### src/rtl/instr_sequencer.sv
// Instruction fetch/issue sequencer: a small program buffer, walked by a PC,
// issues one registered 32-bit word per cycle onto the core's Instr bus.
module instr_sequencer #(
    parameter int          AW      = 4,
    parameter int          DEPTH   = 16,
    parameter logic [5:0]  HALT_OP = 6'b111111
) (
    input  logic          clk,
    input  logic          rst,
    input  logic          prog_we,
    input  logic [AW-1:0] prog_addr,
    input  logic [31:0]   prog_data,
    input  logic          start,
    input  logic          step_mode,
    input  logic          step,
    input  logic          abort,
    output logic [31:0]   instr,
    output logic          instr_valid,
    output logic [AW-1:0] pc,
    output logic          busy,
    output logic          done,
    output logic [15:0]   instr_count
);

    typedef enum logic [1:0] {IDLE, RUN, STEP_WAIT, DONE} state_t;

    state_t        state_q, state_d;
    logic [31:0]   instr_q, instr_d;
    logic          valid_q, valid_d;
    logic [AW-1:0] pc_q, pc_d;
    logic          done_q, done_d;
    logic [15:0]   count_q, count_d;
    logic          launch_q, launch_d;
    logic          fetch_en;
    logic [31:0]   fetch_w;
    logic          busy_w;

    logic [31:0]   mem [DEPTH];

    assign busy_w  = (state_q == RUN) || (state_q == STEP_WAIT);
    assign fetch_w = mem[pc_q];

    // NOTE: the program buffer has no reset; its contents must survive rst.
    always_ff @(posedge clk) begin
        if (prog_we && !busy_w)
            mem[prog_addr] <= prog_data;
    end

    always_ff @(posedge clk or negedge rst) begin
        if (!rst) begin
            state_q  <= IDLE;
            instr_q  <= '0;
            valid_q  <= 1'b0;
            pc_q     <= '0;
            done_q   <= 1'b0;
            count_q  <= '0;
            launch_q <= 1'b0;
        end else begin
            state_q  <= state_d;
            instr_q  <= instr_d;
            valid_q  <= valid_d;
            pc_q     <= pc_d;
            done_q   <= done_d;
            count_q  <= count_d;
            launch_q <= launch_d;
        end
    end

    // NOTE: every signal gets a default first so no path can infer a latch.
    always_comb begin
        state_d  = state_q;
        instr_d  = '0;
        valid_d  = 1'b0;
        pc_d     = pc_q;
        done_d   = done_q;
        count_d  = count_q;
        launch_d = 1'b0;
        fetch_en = 1'b0;

        if (abort) begin
            state_d = IDLE;
            done_d  = 1'b0;
        end else begin
            unique case (state_q)
                IDLE, DONE: begin
                    if (start) begin
                        pc_d     = '0;
                        count_d  = '0;
                        done_d   = 1'b0;
                        state_d  = step_mode ? STEP_WAIT : RUN;
                        launch_d = !step_mode;
                    end
                end
                // The first free-run cycle only launches, so mem[0] lands two edges after start.
                RUN:       fetch_en = !launch_q;
                STEP_WAIT: fetch_en = step;
                default:   state_d  = IDLE;
            endcase
        end

        if (fetch_en) begin
            if (fetch_w[31:26] == HALT_OP) begin
                done_d  = 1'b1;
                state_d = DONE;
            end else begin
                instr_d = fetch_w;
                valid_d = 1'b1;
                count_d = (count_q == 16'hFFFF) ? count_q : count_q + 16'd1;
                if (pc_q == AW'(DEPTH - 1)) begin
                    done_d  = 1'b1;
                    state_d = DONE;
                end else begin
                    pc_d = pc_q + AW'(1);
                end
            end
        end
    end

    assign instr       = instr_q;
    assign instr_valid = valid_q;
    assign pc          = pc_q;
    assign busy        = busy_w;
    assign done        = done_q;
    assign instr_count = count_q;

endmodule

### config.mk
export PLATFORM = sky130hd
export DESIGN_NAME = instr_sequencer
export DESIGN_NICKNAME = d
export VERILOG_FILES = /design/src/rtl/instr_sequencer.sv
export SDC_FILE = /design/constraint.sdc
export NUM_CORES = 1
export LEC_CHECK = 0
export ABC_AREA = 0
export BUFFER_PORTS_ARGS = -buffer_cell sky130_fd_sc_hd__buf_2
export CAP_MARGIN = 20
export CORE_UTILIZATION = 65
export DETAILED_ROUTE_END_ITERATION = 12
export PLACE_DENSITY_LB_ADDON = 0.12
export SETUP_SLACK_MARGIN = 0.2
export SLEW_MARGIN = 20
export SYNTH_ARGS = -nofsm -noshare
export SYNTH_HDL_FRONTEND = slang
export SYNTH_SLANG_ARGS = --single-unit
### constraint.sdc
create_clock -name clk -period 6 [get_ports clk]
set_input_delay 1.5 -clock clk [delete_from_list [all_inputs] [get_ports clk]]
set_output_delay 1.5 -clock clk [all_outputs]
set_load 0.05 [all_outputs]
# [Word level (Yosys, flattened, before mapping)]
# Memory sizes are Yosys's and may differ from the RTL's.
# Cells that the tools add are included.
[op_classes] addsub=2 eq_ne=7 muxes=36 n_reduce_logical=7
[op_table] operator="2-to-1 mux 16 bit" count=6
[op_table] operator="2-to-1 mux 32 bit" count=2
[op_table] operator="2-to-1 mux 4 bit" count=6
[op_table] operator="adder 16 x 1 -> 16 bit (second input constant)" count=1
[op_table] operator="== test 16 bit (second input constant)" count=1
[op_table] operator="2-to-1 mux 1 bit" count=14
[op_table] operator="2-to-1 mux 2 bit" count=7
[op_table] operator="== test 6 bit (second input constant)" count=1
[op_table] operator="adder 4 x 1 -> 4 bit (second input constant)" count=1
[op_table] operator="== test 2 bit (second input constant)" count=2
[op_table] operator="== test 4 bit (second input constant)" count=1
[op_table] operator="zero test 1 bit" count=3
[op_table] operator="inequality test 3 bit (second input constant)" count=1
[op_table] operator="== test 2 x 1 -> 1 bit (second input constant)" count=1
[op_table] operator="zero test 2 bit" count=1
[op_table] operator="case mux 1 bit (2 select lines)" count=1
[op_table] operator="OR reduction 2 bit" count=1
[op_table] operator="logical AND 1 bit" count=1
[op_table] operator="logical OR 1 bit" count=1
[word_totals] regBits=57 ram_bits=512 input_bits=43 out_inout_bits=55 wordCells=60 n_memories=1
[memory_table] memory="mem" depth=16 width=32 rd=1 rd_ports_with_merged_regs=0 wr=1 line_no="38" text="logic [31:0] mem [DEPTH];"

# [Longest topological paths before layout]
# Gate-level depths: netlist (run 1).
[logic_depth] word_depth=7 depth_mapped=12 mapped_depth_nobuf=9

# [Worst setup path after synthesis (run 1)]
# No wires, ideal clock.
[synth_timing] kind="input to register" startpoint="input port prog_addr[1]" endpoint="memory mem[0][0] (enable)" setup_time_ns=0.461 arrival_time_ns=4.141 required_time_ns=5.539 slack_ns=1.398 cell_stages=2 cell_sequence="or3_1 nor3_1"
[synth_lines] item="start: declaration" line_no="11" text="input logic [AW-1:0] prog_addr,"
[synth_lines] item="end: declaration" line_no="38"
# Straight into the memory's write port.

# [Final worst setup path (run 1)]
[layout_timing] startpoint="register pc_q[0] (netlist: pc[0])" endpoint="register count_q[9] (netlist: instr_count[9])"
[layout_via] elab_chain_cells=4
[layout_lines] item="start: declaration" line_no="30" text="logic [AW-1:0] pc_q, pc_d;"
[layout_lines] item="start signal: assignment" line_no="62" text="pc_q <= pc_d;"
[layout_lines] item="memory (16 x 32 bit) (*)"
[layout_lines] item="== test 6 bit (*)" line_no="102" text="if (fetch_w[31:26] == HALT_OP) begin"
[layout_lines] item="2-to-1 mux 16 bit" line_no="102"
[layout_lines] item="2-to-1 mux 16 bit" line_no="101" text="if (fetch_en) begin"
[layout_lines] item="end signal: assignment" line_no="64" text="count_q <= count_d;"
[layout_lines] item="end: declaration" line_no="32" text="logic [15:0] count_q, count_d;"
# Mark *: on every way between the ends. The rest lies on a longest branch, timed or not.
# A chain may end at the register's enable or synchronous reset.

==> flow_summary.toml, run 1 <==
[status]
status = "finished clean"

[logic_synthesis]
synth_edf_count = 512
ys_seq_area_frac = 0.770
synth_warnings = 0
synth_nets = 1038
yosys.area.top_type = "edfxtp_1"
synth_compound_area_frac = 0.0166
yosysTopAreaCellShare = 0.704
synth_area_leaders = "edfxtp_1, mux4_2, dfrtp_1, and2_1, nand2_1"
ys_seq_elements = 569
synth_mux_area_frac = 0.161
synth_top_family_by_area = "multiplexers"
synthFlopType = "edfxtp_1"
synth_cell_types = 47
synth-simple-area-share = 0.0362
synthCells = 991
synth_xor_area_frac = 0.000401
syn_area_um2 = 21800
yosys.cell_count.top_type = "edfxtp_1"
syn_avg_cell_area_um2 = 22.0
synthAdderAreaFrac = 0.00229
async_reset_ff_frac = 0.100
synth_commonest_cells = "edfxtp_1, mux4_2, dfrtp_1"

[timing]
tightest_slew_ns = 1.08
hold_violations = 0
setup-tns-final_ns = 0
slew_headroom = 0.281
layout_worst_path_cycle_share = 0.660
fmax_ghz = 0.252
setup_viol = 0
slew_viol_final = 0
rsz0062_at_grt = "false"
finClkSkew_ns = 0.0208
fin_crit_ns = 3.96

[route]
drc = 0
drtAntennaViolNets = 0
finalWirelength_um = 45700
first_pass_iters = 5
vias = 10500
drtIter0Drc = 1131
viasPerCell = 6.52
wl_per_cell_um = 28.4

[die]
die_y_um = 185
die-area_um2 = 34300
row_count = 66
io-pin-count = 98
core_um2 = 32800
start_util = 0.666
dieWidth_um = 185

[placed_design]
place.gp.congestion = 0.850
placed_cell_area_um2 = 22900
io_buffers = 97
placed_cells = 1509
dp_hpwl_um = 24800

[clock_network]
post_cts_buffers = 0
clockBufferDepth = 3
ctsResizeCount = 0
cts-buffers-inserted = 55
clock-sinks = 569
root_buffer = "clkbuf_16"
h-tree-depth = 2
path_clk_slew_ns = 0.06
clk_latency_ns = 0.59
cts_tree = "built"
hold_buffers = 0

[cells_and_area]
fin_nets = 1171
fillers = 1785
stdcell_area_um2 = 24700
layoutNonFillerInstCount = 1611
areaGrowthSynthToFinish_pct = 13.0
final_core_util = 0.752
drive_above_1_share = 0.332
n_antenna_cell = 0

[setup_path]
setup.worst_path.start = "pc[0]"
r2r-start = "pc[0]"
cp_data_arrival_time_ns = 4.40
required_ns = 6.44
setup.worst_path.end_class = "register"
worstPathMaxFanout = 44
criticalPathCategory = "register to register"
cp-start-kind = "register"

[worst_hold_path]
holdCritStartpoint = "done"
hp-class = "register to register"

[grt]
track_usage = 0.281
grt_max_degree = 70
grt_overflow = 0
grt_pass1_vias = 10500
grt_pass1_wl_um = 67600
antenna_found_initial = 3

[power]
power_w = 0.00845
leakage_nw = 8.18
power_density_nw_per_um2 = 343
irDropWorstVdd_mv = 0.278

[flow_run]
maxCapViolations = 0
final timing paths:
| path | slack [ns] | to | depth (start not counted) |
|---|---|---|---|
| max in group asynchronous | 4.06 | pc[0] | 2 |
| max reg2reg | 2.04 | instr_count[9] | 8 |
| min in group asynchronous | 0.90 | instr[15] | 1 |
| max | 2.04 | instr_count[9] | 8 |
| min | 0.48 | done | 2 |
| min reg2reg | 0.48 | done | 2 |
report_power, final:
| group | switching (W) | total (W) | internal [W] |
|---|---|---|---|
| combinational | 0.000351 | 0.000715 | 0.000364 |
| clock | 0.00141 | 0.00329 | 0.00188 |
| sequential | 0.0000722 | 0.00445 | 0.00438 |
| total | 0.00183 | 0.00845 | 0.00662 |
cell usage in the layout (no fill, tap or decap), drive strengths merged, types with 2 or more instances in the layout:
master / netlist / routed
clkbuf: 17 / 66
nor2: 31 / 31
ha: 4 / 4
a22o: 2 / 2
and3: 9 / 9
inv: 9 / 10
o211ai: 2 / 2
or2: 3 / 3
mux4: 154 / 154
a21oi: 14 / 14
clkinv: 0 / 28
nand2: 33 / 33
clkinvlp: 0 / 3
buf: 32 / 125
nand3: 13 / 13
nor2b: 6 / 6
edfxtp: 512 / 512
dfrtp: 57 / 57
a211oi: 5 / 5
a21o: 2 / 2
a41oi: 2 / 2
and4: 5 / 5
a311oi: 7 / 7
nand2b: 2 / 2
a22oi: 3 / 3
or3: 4 / 4
mux2i: 3 / 3
o21ai: 5 / 5
bufinv: 0 / 4
nor3: 7 / 7
and2: 28 / 28
nand4: 10 / 10
metrics by stage:
step | hold WS, ns | setup slack, ns
finish | 0.483 | 2.04
global route | 0.516 | 1.76
CTS | 0.482 | 2.05
detailed placement | 0.467 | 1.87
global placement | 0.470 | 2.00
floorplan | 0.489 | 1.40
flip-flops by register name, summed over array words and instances, names as in the netlist:
signal,cells
instr,32
instr_valid,1
mem,512
pc,4
launch_q,1
done,1
instr_count,16
state_q,2
logic make-up (layout without fill, tap and decap cells):
logic type      after synthesis  after routing
compound gates               48             48
xor+xnor                      1              1
fa+ha+maj                     4              4
buf+inv                      58            236
flops                       569            569
mux                         158            158
simple gates                153            153
worst max-delay path, cell delays in order, from the launching register on:
cell,delay (ns)
dfrtp_4,0.97
mux4_2,0.60
nand3_1,0.12
nand4_1,0.21
a41oi_2,0.27
nor2_2,0.15
inv_2,0.71
and2_1,0.53
a311oi_2,0.16
cell type report:
cell class / count / area, um2 / share of cell area
timing repair buffer: 125 / 712 / 0.0289
clock buffer: 66 / 1440 / 0.0583
sequential: 569 / 16800 / 0.682
tap: 442 / 553 / 0.0224
inverter: 9 / 33.8 / 0.00137
multi-input combinational: 364 / 4830 / 0.196
clock inverter: 36 / 285 / 0.0116
routing by layer:
layer / GRT usage / share of wire
met1: 0.413 / 0.40
met2: 0.443 / 0.50
met5: 0 / 0.00063
met4: 0.0896 / 0.027
met3: 0.0431 / 0.072
Note: power is estimated with default switching activity, not from simulation.
==> run 2: changes to the inputs <==
--- a/config.mk
+++ b/config.mk
@@ -5,10 +5,10 @@
 export SDC_FILE = /design/constraint.sdc
 export NUM_CORES = 1
 export LEC_CHECK = 0
-export ABC_AREA = 0
+export ABC_AREA = 1
 export BUFFER_PORTS_ARGS = -buffer_cell sky130_fd_sc_hd__buf_2
 export CAP_MARGIN = 20
-export CORE_UTILIZATION = 65
+export CORE_UTILIZATION = 61
 export DETAILED_ROUTE_END_ITERATION = 12
 export PLACE_DENSITY_LB_ADDON = 0.12
 export SETUP_SLACK_MARGIN = 0.2
==> constraint.sdc (replaced) <==
create_clock -name clk -period 4 [get_ports clk]
set_input_delay 1 -clock clk [delete_from_list [all_inputs] [get_ports clk]]
set_output_delay 1 -clock clk [all_outputs]
set_load 0.05 [all_outputs]
==> flow_summary.toml, run 2 <==
[status]
status = "finished clean"

[timing]
slew_headroom = 0.238
rsz0062_at_grt = "false"
tightest_slew_ns = 1.14
setup_viol = 0
fmax_ghz = 0.307
layout_worst_path_cycle_share = 0.813
hold_violations = 0
finClkSkew_ns = 0.00908
setup-tns-final_ns = 0
slew_viol_final = 0
fin_crit_ns = 3.25

[setup_path]
crit_buf_inv = 2
path_cells = "buf_4 > buf_4 > nand2_1 > a32o_1 > o21ai_0 > a21oi_1 > nor3_1"
critPathMostFrequentCell = "buf_4"
cp-start-kind = "register"
path_delay_family = "buffers and inverters"
cp_data_arrival_time_ns = 3.77
setup.worst_path.end_class = "register"
criticalPathCategory = "register to register"
worstPathMaxFanout = 75
required_ns = 4.51
cp_slowest_cell = "dfrtp_4"
max_stage_delay_ns = 0.79

[die]
core_um2 = 36700
io-pin-count = 98
dieWidth_um = 195
die-area_um2 = 38200
row_count = 70
start_util = 0.622
die_y_um = 195

[cells_and_area]
largest_reg_flops = 512
fin_nets = 1982
final_common_cell = "edfxtp_1"
regMostFlops = "mem"
areaGrowthSynthToFinish_pct = 11.9
stdcell_area_um2 = 25500
drive_above_1_share = 0.124
final_cell_mix = "edfxtp_1, nand2_1, nor2_1"

[clock_network]
clockBufferDepth = 3
ctsResizeCount = 0
path_clk_slew_ns = 0.06
post_cts_buffers = 0
clock-sinks = 569
cts-buffers-inserted = 55
clk_latency_ns = 0.60
root_buffer = "clkbuf_16"
h-tree-depth = 2
cts_tree = "built"
hold_buffers = 0

[grt]
grt_max_degree = 131
grt_pass1_wl_um = 81700
track_usage = 0.287
grt_pass1_vias = 14000
grt_overflow = 0
antenna_found_initial = 2

[logic_synthesis]
ys_seq_elements = 569
synthCells = 1856
yosys.area.top_type = "edfxtp_1"
synth_area_leaders = "edfxtp_1, dfrtp_1, nand2_1, o21ai_0, nor2_1"
synth_commonest_cells = "edfxtp_1, nand2_1, nor2_1"
synth_nets = 1903
yosys.cell_count.top_type = "edfxtp_1"
synth_cell_types = 32
synth_edf_count = 512
async_reset_ff_frac = 0.100
syn_avg_cell_area_um2 = 12.3
synthFlopType = "edfxtp_1"
syn_area_um2 = 22800
synth_warnings = 0
ys_seq_area_frac = 0.737
yosysTopAreaCellShare = 0.674

[route]
drtIter0Drc = 1418
wl_per_cell_um = 21.9
drc = 0
finalWirelength_um = 53600
vias = 14700
drtAntennaViolNets = 0
first_pass_iters = 5
viasPerCell = 6.01

[power]
power_density_nw_per_um2 = 488
leakage_nw = 9.51
irDropWorstVdd_mv = 0.413

[placed_design]
io_buffers = 97
placed_cell_area_um2 = 23800
dp_hpwl_um = 27100
place.gp.congestion = 0.861

[worst_hold_path]
hp-class = "register to register"

[flow_run]
maxCapViolations = 0
==> run 2: cell count changes in the layout (fill, tap and decap cells not counted), moves of 10 or more <==
cell | previous run | this run
nor2_1 | 18 | 232
and2_1 | 28 | 0
mux4_2 | 154 | 0
nor3_1 | 3 | 21
o21ai_0 | 5 | 204
inv_1 | 8 | 73
nand2_1 | 33 | 292
a32o_1 | 0 | 16
o22ai_1 | 0 | 89
buf_4 | 26 | 38
nand3_1 | 13 | 100
a21oi_1 | 14 | 52
xor2_1 | 0 | 10
==> run 2: worst register-to-register path, delay by kind of cell (launching register included) <==
| family | cells | cell delay (ns) |
|---|---|---|
| and+or+nand+nor | 2 | 0.35 |
| DFF | 1 | 0.79 |
| AOI/OAI and AO/OA | 3 | 0.54 |
| buffers and inverters | 2 | 1.50 |
==> run 2: report_power, final <==
part / total (W) / internal, W / leakage, nW / switching (W)
Sequential: 0.00661 / 0.00657 / 5.41 / 0.0000479
Clock: 0.00491 / 0.00279 / 0.843 / 0.00212
Combinational: 0.000933 / 0.000256 / 3.26 / 0.000677
==> run 2: layout make-up <==
type | count | area (um2)
multi-input combinational | 1094 | 5310
clock inverter | 26 | 173
sequential | 569 | 16800
antenna | 1 | 2.50
tap | 468 | 586
fill | 2544 | 11200
clock buffer | 75 | 1530
timing repair buffer | 137 | 817
inverter | 78 | 300
==> run 2: worst paths after layout <==
path                       slack [ns]        end  cells after the start   from
hold reg to reg                  0.50       done                      2   done
min in group asynchronous        0.58  instr[29]                      1    rst
setup reg to reg                 0.75  instr[19]                      7  pc[0]
setup / recovery                 0.75  instr[19]                      7  pc[0]
hold / removal                   0.50       done                      2   done
max in group asynchronous        2.69      pc[1]                      1    rst
==> run 2: cell families (layout without fill, tap and decap cells) <==
group / after synthesis / count (layout) / share of synthesized area
other cells: 0 / 1 / 0
compound gates: 377 / 377 / 0.0922
flops: 569 / 569 / 0.737
simple gates: 692 / 692 / 0.124
mux: 10 / 10 / 0.00439
fa+ha+maj: 4 / 4 / 0.00219
xor+xnor: 11 / 11 / 0.00422
buf+inv: 193 / 316 / 0.0359
==> run 2: through the flow <==
step / util / setup slack (ns) / hold WS [ns] / total power [W] / std cells
final: 0.696 / 0.746 / 0.497 / 0.0125 / 2448
after detailed placement: 0.649 / 0.789 / 0.485 / 0.00766 / 2346
after global placement: 0.649 / 0.857 / 0.464 / 0.00764 / 2346
after floorplan: - / 0.955 / 0.490 / 0.00737 / 1856
after CTS: 0.696 / 0.774 / 0.498 / 0.0125 / 2447
after global routing: 0.696 / 0.457 / 0.520 / 0.0128 / 2448
==> run 2: routing by layer <==
metal | wire length (um) | global-route usage
met1 | 21800 | 0.397
met4 | 1730 | 0.111
met5 | 11 | 0
met2 | 25700 | 0.463
met3 | 4280 | 0.0477
